**src/rtl/fetch_pkg.sv**
```systemverilog
// Shared types for the instruction fetch stage: FSM state encoding and the
// IF/ID pipeline register layout seen by decode.
package fetch_pkg;

  typedef enum logic [1:0] {
    S_IDLE,
    S_REQ,
    S_HOLD,
    S_DROP
  } fetch_state_e;

  localparam logic [31:0] NOP_INSN_DEFAULT = 32'h0000_0013;

  typedef struct packed {
    logic        valid;
    logic [31:0] instruct;
    logic [31:0] pc;
  } if_id_t;

endpackage

```
**src/rtl/fetch_skid_buf.sv**
```systemverilog
// One-entry holding buffer for a fetched instruction that arrived while
// decode was stalled. Clear takes precedence over load.
module fetch_skid_buf
  import fetch_pkg::*;
(
  input  logic   i_clk,
  input  logic   i_rst,
  input  logic   i_load,
  input  logic   i_clear,
  input  if_id_t i_data,
  output if_id_t o_data,
  output logic   o_full
);

  if_id_t buf_reg;
  logic   full_reg;

  always_ff @(posedge i_clk) begin
    if (i_rst || i_clear) begin
      buf_reg  <= '0;
      full_reg <= 1'b0;
    end else if (i_load) begin
      buf_reg  <= i_data;
      full_reg <= 1'b1;
    end
  end

  assign o_data = buf_reg;
  assign o_full = full_reg;

endmodule

```
**src/rtl/fetch_stage.sv**
```systemverilog
// Instruction fetch stage: owns the PC, issues one outstanding imem request
// at a time and drives the IF/ID register consumed by decode.
module fetch_stage
  import fetch_pkg::*;
#(
  parameter logic [31:0] RESET_PC = 32'h0000_0000,
  parameter logic [31:0] NOP_INSN = NOP_INSN_DEFAULT
) (
  input  logic        i_clk,
  input  logic        i_rst,
  input  logic        i_stall,
  input  logic        i_redirect,
  input  logic [31:0] i_redirect_pc,
  output logic        o_imem_req,
  output logic [31:0] o_imem_addr,
  input  logic        i_imem_ack,
  input  logic [31:0] i_imem_rdata,
  output logic        o_valid,
  output logic [31:0] o_instruct,
  output logic [31:0] o_pc,
  output logic [31:0] o_pc_four
);

  fetch_state_e state_reg, state_next;
  logic [31:0]  pc_reg, pc_next;
  logic [31:0]  drop_addr_reg, drop_addr_next;
  if_id_t       if_id_reg, if_id_next;

  logic         skid_load, skid_clear, skid_full;
  if_id_t       skid_data;

  logic         slot_free;
  if_id_t       bubble;
  if_id_t       fetched;

  assign slot_free = !if_id_reg.valid || !i_stall;
  assign bubble    = '{valid: 1'b0, instruct: NOP_INSN, pc: if_id_reg.pc};
  assign fetched   = '{valid: 1'b1, instruct: i_imem_rdata, pc: pc_reg};

  fetch_skid_buf u_skid (
    .i_clk   (i_clk),
    .i_rst   (i_rst),
    .i_load  (skid_load),
    .i_clear (skid_clear),
    .i_data  (fetched),
    .o_data  (skid_data),
    .o_full  (skid_full)
  );

  always_ff @(posedge i_clk) begin
    if (i_rst) begin
      state_reg     <= S_IDLE;
      pc_reg        <= RESET_PC;
      drop_addr_reg <= 32'h0;
      if_id_reg     <= '{valid: 1'b0, instruct: NOP_INSN, pc: 32'h0};
    end else begin
      state_reg     <= state_next;
      pc_reg        <= pc_next;
      drop_addr_reg <= drop_addr_next;
      if_id_reg     <= if_id_next;
    end
  end

  always_comb begin
    state_next     = state_reg;
    pc_next        = pc_reg;
    drop_addr_next = drop_addr_reg;
    if_id_next     = if_id_reg;
    skid_load      = 1'b0;
    skid_clear     = 1'b0;

    if (i_redirect) begin
      // Flush everything younger than the redirecting branch; stall is moot.
      pc_next    = {i_redirect_pc[31:2], 2'b00};
      if_id_next = bubble;
      skid_clear = 1'b1;
      case (state_reg)
        S_REQ: begin
          if (i_imem_ack) begin
            state_next = S_REQ;
          end else begin
            state_next     = S_DROP;
            drop_addr_next = pc_reg;
          end
        end
        S_DROP:  state_next = i_imem_ack ? S_REQ : S_DROP;
        default: state_next = S_REQ;
      endcase
    end else begin
      case (state_reg)
        S_IDLE: state_next = S_REQ;
        S_REQ: begin
          if (i_imem_ack) begin
            pc_next = pc_reg + 32'd4;
            if (slot_free) begin
              if_id_next = fetched;
            end else begin
              skid_load  = 1'b1;
              state_next = S_HOLD;
            end
          end else if (slot_free) begin
            if_id_next = bubble;
          end
        end
        S_HOLD: begin
          if (!i_stall) begin
            if_id_next = skid_full ? skid_data : bubble;
            skid_clear = 1'b1;
            state_next = S_REQ;
          end
        end
        S_DROP: begin
          // The stale response is swallowed; the redirected pc goes out next.
          if (i_imem_ack) begin
            state_next = S_REQ;
          end
          if (slot_free) begin
            if_id_next = bubble;
          end
        end
        default: state_next = S_IDLE;
      endcase
    end
  end

  assign o_imem_req  = (state_reg == S_REQ) || (state_reg == S_DROP);
  assign o_imem_addr = (state_reg == S_DROP) ? drop_addr_reg : pc_reg;

  assign o_valid    = if_id_reg.valid;
  assign o_instruct = if_id_reg.instruct;
  assign o_pc       = if_id_reg.pc;
  assign o_pc_four  = if_id_reg.pc + 32'd4;

`ifndef SYNTHESIS
  ack_without_req: assert property (@(posedge i_clk) disable iff (i_rst)
    !(i_imem_ack && !o_imem_req));
`endif

endmodule

```
**config.mk**
```make
export PLATFORM = sky130hd
export DESIGN_NAME = fetch_stage
export DESIGN_NICKNAME = d
export VERILOG_FILES = /design/src/rtl/fetch_pkg.sv /design/src/rtl/fetch_skid_buf.sv /design/src/rtl/fetch_stage.sv
export SDC_FILE = /design/constraint.sdc
export NUM_CORES = 1
export LEC_CHECK = 0
export ABC_AREA = 1
export CAP_MARGIN = 40
export CORE_ASPECT_RATIO = 2
export CORE_MARGIN = 2
export CORE_UTILIZATION = 50
export CTS_CLUSTER_SIZE = 12
export DETAILED_ROUTE_END_ITERATION = 10
export HOLD_SLACK_MARGIN = 0.03
export PLACE_DENSITY = 0.76
export SLEW_MARGIN = 20
export SYNTH_ARGS = -nofsm -noshare
export SYNTH_HDL_FRONTEND = slang
export SYNTH_HIERARCHICAL = 1
export SYNTH_SLANG_ARGS = --single-unit
```
**constraint.sdc**
```tcl
create_clock -name i_clk -period 2.33 [get_ports i_clk]
set_input_delay 0.466 -clock i_clk [delete_from_list [all_inputs] [get_ports i_clk]]
set_output_delay 0.466 -clock i_clk [all_outputs]
set_load 0.02 [all_outputs]
```
==> flow_summary.toml <==
[run_status]
status = "complete, but fails checks"
violations = "negative setup slack"

[sta]
drv_slew = 0
maxSlewHeadroom = 0.6477
tns_ns = -0.9707
setup_viol = 13
setup_slack_ns = -0.1791
period_minus_slack_ns = 2.509
max_freq_mhz = 398.6
post-route-period-util = 1.077
tightest_slew_ns = 0.5278
hold_violations = 0
rsz0062_at_grt = "yes"
finClkSkew_ns = 0.01073
hold-worst-slack_ns = 0.4612

[synthesis]
yosys-top-cells-area = "dfxtp_1, nand2_1, nor2_1, o21ai_0, inv_1"
syn_area_per_cell_um2 = 6.493
syn_area_mm2 = 0.009869
yosys.area.top_type_share = 0.3915
yosysTopAreaCell = "dfxtp_1"
synth_cells = 1520
synth-seq-cells = 193
synth.distinct_cells = 35
synth-seq-area-share = 0.3915
yosysWarnings = 6

[power]
finalPower_mw = 8.116
leakage_nw = 5.726
power_density_mw_per_mm2 = 581.0
p_sw_mw = 2.241
clockPowerShare = 0.397
combPwrFrac = 0.171
swShare = 0.2761
intPower_mw = 5.875
ir_drop_mv = 0.4143
p_seq_frac = 0.432

[setup_path]
start_kind = "flip-flop"
cp_data_arrival_time_ns = 2.04
r2r_start = "pc_reg[3]"
rr_endpoint = "pc_reg[24]"
rrSetupSlack_ns = 0.34
cp_num_buf_inv = 5
crit_path_cell_trace = "inv_4 -> nor4_4 -> buf_4 -> buf_6 -> nand2_4 -> nor2_4 -> buf_6 -> xor2_1 -> buf_4"
crit_fanout = 4
worst_r2r_path_depth = 9
cp_slowest_stage_delay_ns = 0.36
crit_family = "buffers and inverters"
endpoint_kind = "output port"
critPathKind = "reg2out"
crit_slowest_cell = "dfxtp_2"
required_ns = 1.86

[final_layout]
finalInstanceArea_mm2 = 0.01397
post-route-util = 0.7212
fin_nets = 1872
final_cell_count_no_fill = 2073
drive_gt1_frac = 0.1670
area_growth_pct = 41.53
largest_reg_flops = 65
antenna_cells = 0
final.fill_count = 1601

[floorplan]
coreArea_mm2 = 0.01937
initial_core_util = 0.5096
rows = 72
io_pins = 199
die_h_um = 202.7
dieArea_mm2 = 0.02095
die_x_um = 103.3

[clocking]
cts_buffers = 17
h-tree-depth = 4
clock_latency_ns = 0.43
cts_tree = "built"
path_clk_slew_ns = 0.07
max-clock-path-buffers = 2
cts_num_sinks = 193
holdBufCountCts = 0
ctsRootBufferMaster = "clkbuf_16"

[run]
cap_violations = 0

[global_route]
grt_pass1_wl_mm = 49.11
grt_max_degree = 61
grt_pass1_vias = 10003
overflow = 0
grt.total_usage = 0.3011
antenna_found_initial = 0

[min_path]
min_delay_worst_endpoint = "o_instruct[5]"
worst_hold_path_type = "reg2reg"
hp-start = "o_instruct[5]"
whs_path_depth = 2

[drt]
via_per_inst = 5.153
firstDrtPassIters = 5
routedWlPerCell_um = 15.74
drt_iter0_drc = 445
routed_wl_mm = 32.62
vias = 10683
final_antenna_net_count = 0
drc = 0

[placement]
numPortBuffers = 194
placed_cell_area_mm2 = 0.01290
dp_hpwl_mm = 24.02
placed_cells = 2028
dp_slack_ns = -0.2103
place.gp.congestion = 0.9935
==> how the worst max path moves through the flow <==
stage | startpoint | to | slack (ns) | depth (start not counted)
after floorplan | o_pc[2] | o_pc_four[16] | 0.04 | 7
after global placement | o_pc[12] | o_pc_four[27] | -0.19 | 8
after detailed placement | o_pc[17] | o_pc_four[27] | -0.21 | 8
after CTS | o_pc[17] | o_pc_four[27] | -0.23 | 8
after global routing | o_pc[7] | o_pc_four[14] | -0.23 | 9
final | o_pc[7] | o_pc_four[14] | -0.18 | 9
==> area by class of cell <==
| type | instances | area (µm²) | share of cell area |
|---|---|---|---|
| multi-input combinational | 1082 | 5306 | 0.3799 |
| clock buffer | 19 | 452.9 | 0.03243 |
| clock inverter | 13 | 193.9 | 0.01388 |
| sequential | 193 | 3899 | 0.2791 |
| inverter | 162 | 621.8 | 0.04452 |
| tap | 259 | 324.1 | 0.02320 |
| timing repair buffer | 345 | 3171 | 0.2270 |
==> power groups by stage <==
stage | combinational, mW | sequential [mW] | clock (mW)
finish | 1.39 | 3.51 | 3.22
CTS | 1.37 | 3.50 | 3.27
floorplan | 0.662 | 3.62 | 0
detailed placement | 1.39 | 3.57 | 0
global route | 1.50 | 3.52 | 3.38
global placement | 1.37 | 3.57 | 0
==> cell families (layout without fill, tap and decap cells) <==
group	count (synthesis)	count (layout)	share of synthesized area
compound gates	299	299	0.1668
other cells	2	5	0.0007609
flops	193	193	0.3915
fa+ha+maj	2	2	0.002535
simple gates	744	744	0.3017
xor+xnor	32	32	0.02840
buf+inv	248	539	0.1083
==> layout by cell type, fill, tap and decap left out, types with 30 or more instances in the layout <==
cell type and count:
a21oi_1 113, buf_4 143, clkdlybuf4s50_1 136, dfxtp_1 175
dlygate4sd2_1 30, inv_1 150, nand2_1 422, nand3_1 50
nor2_1 195, o21ai_0 126
==> tightest hold or removal path, cell delays in order, from the launching register on <==
cell and delay, ns:
dfxtp_1 0.31, nand2_1 0.06, a21oi_1 0.05
==> timing repair <==
action / CTS / global route
pin swaps: 15 / 21
setup endpoints to repair: 57 / 25
setup buffers: 1 / 12
resized for setup: 199 / 75
==> cell usage after synthesis, drive strengths merged <==
cell and n:
nand2 441, nor2 215, dfxtp 193, inv 161, o21ai 138, a21oi 113, nand3 53, buf 50
clkbuf 36, xor2 32, a22o 29, nor3 15, nand4 11, a31oi 9, nor4 8, o211ai 5
conb 2, ha 2, o21a 2, a22oi 1, clkinv 1, nor3b 1, o21bai 1, o221ai 1
==> layer usage <==
layer | vias to the layer above | track usage | wire length [µm]
met5 | - | 0 | 0
met4 | 0 | 0.1621 | 1973
met3 | 111 | 0.04578 | 1563
met2 | 349 | 0.5673 | 17660
met1 | 4858 | 0.3010 | 11420
li1 | 5365 | - | -
Power figures use the tool's default switching activity.
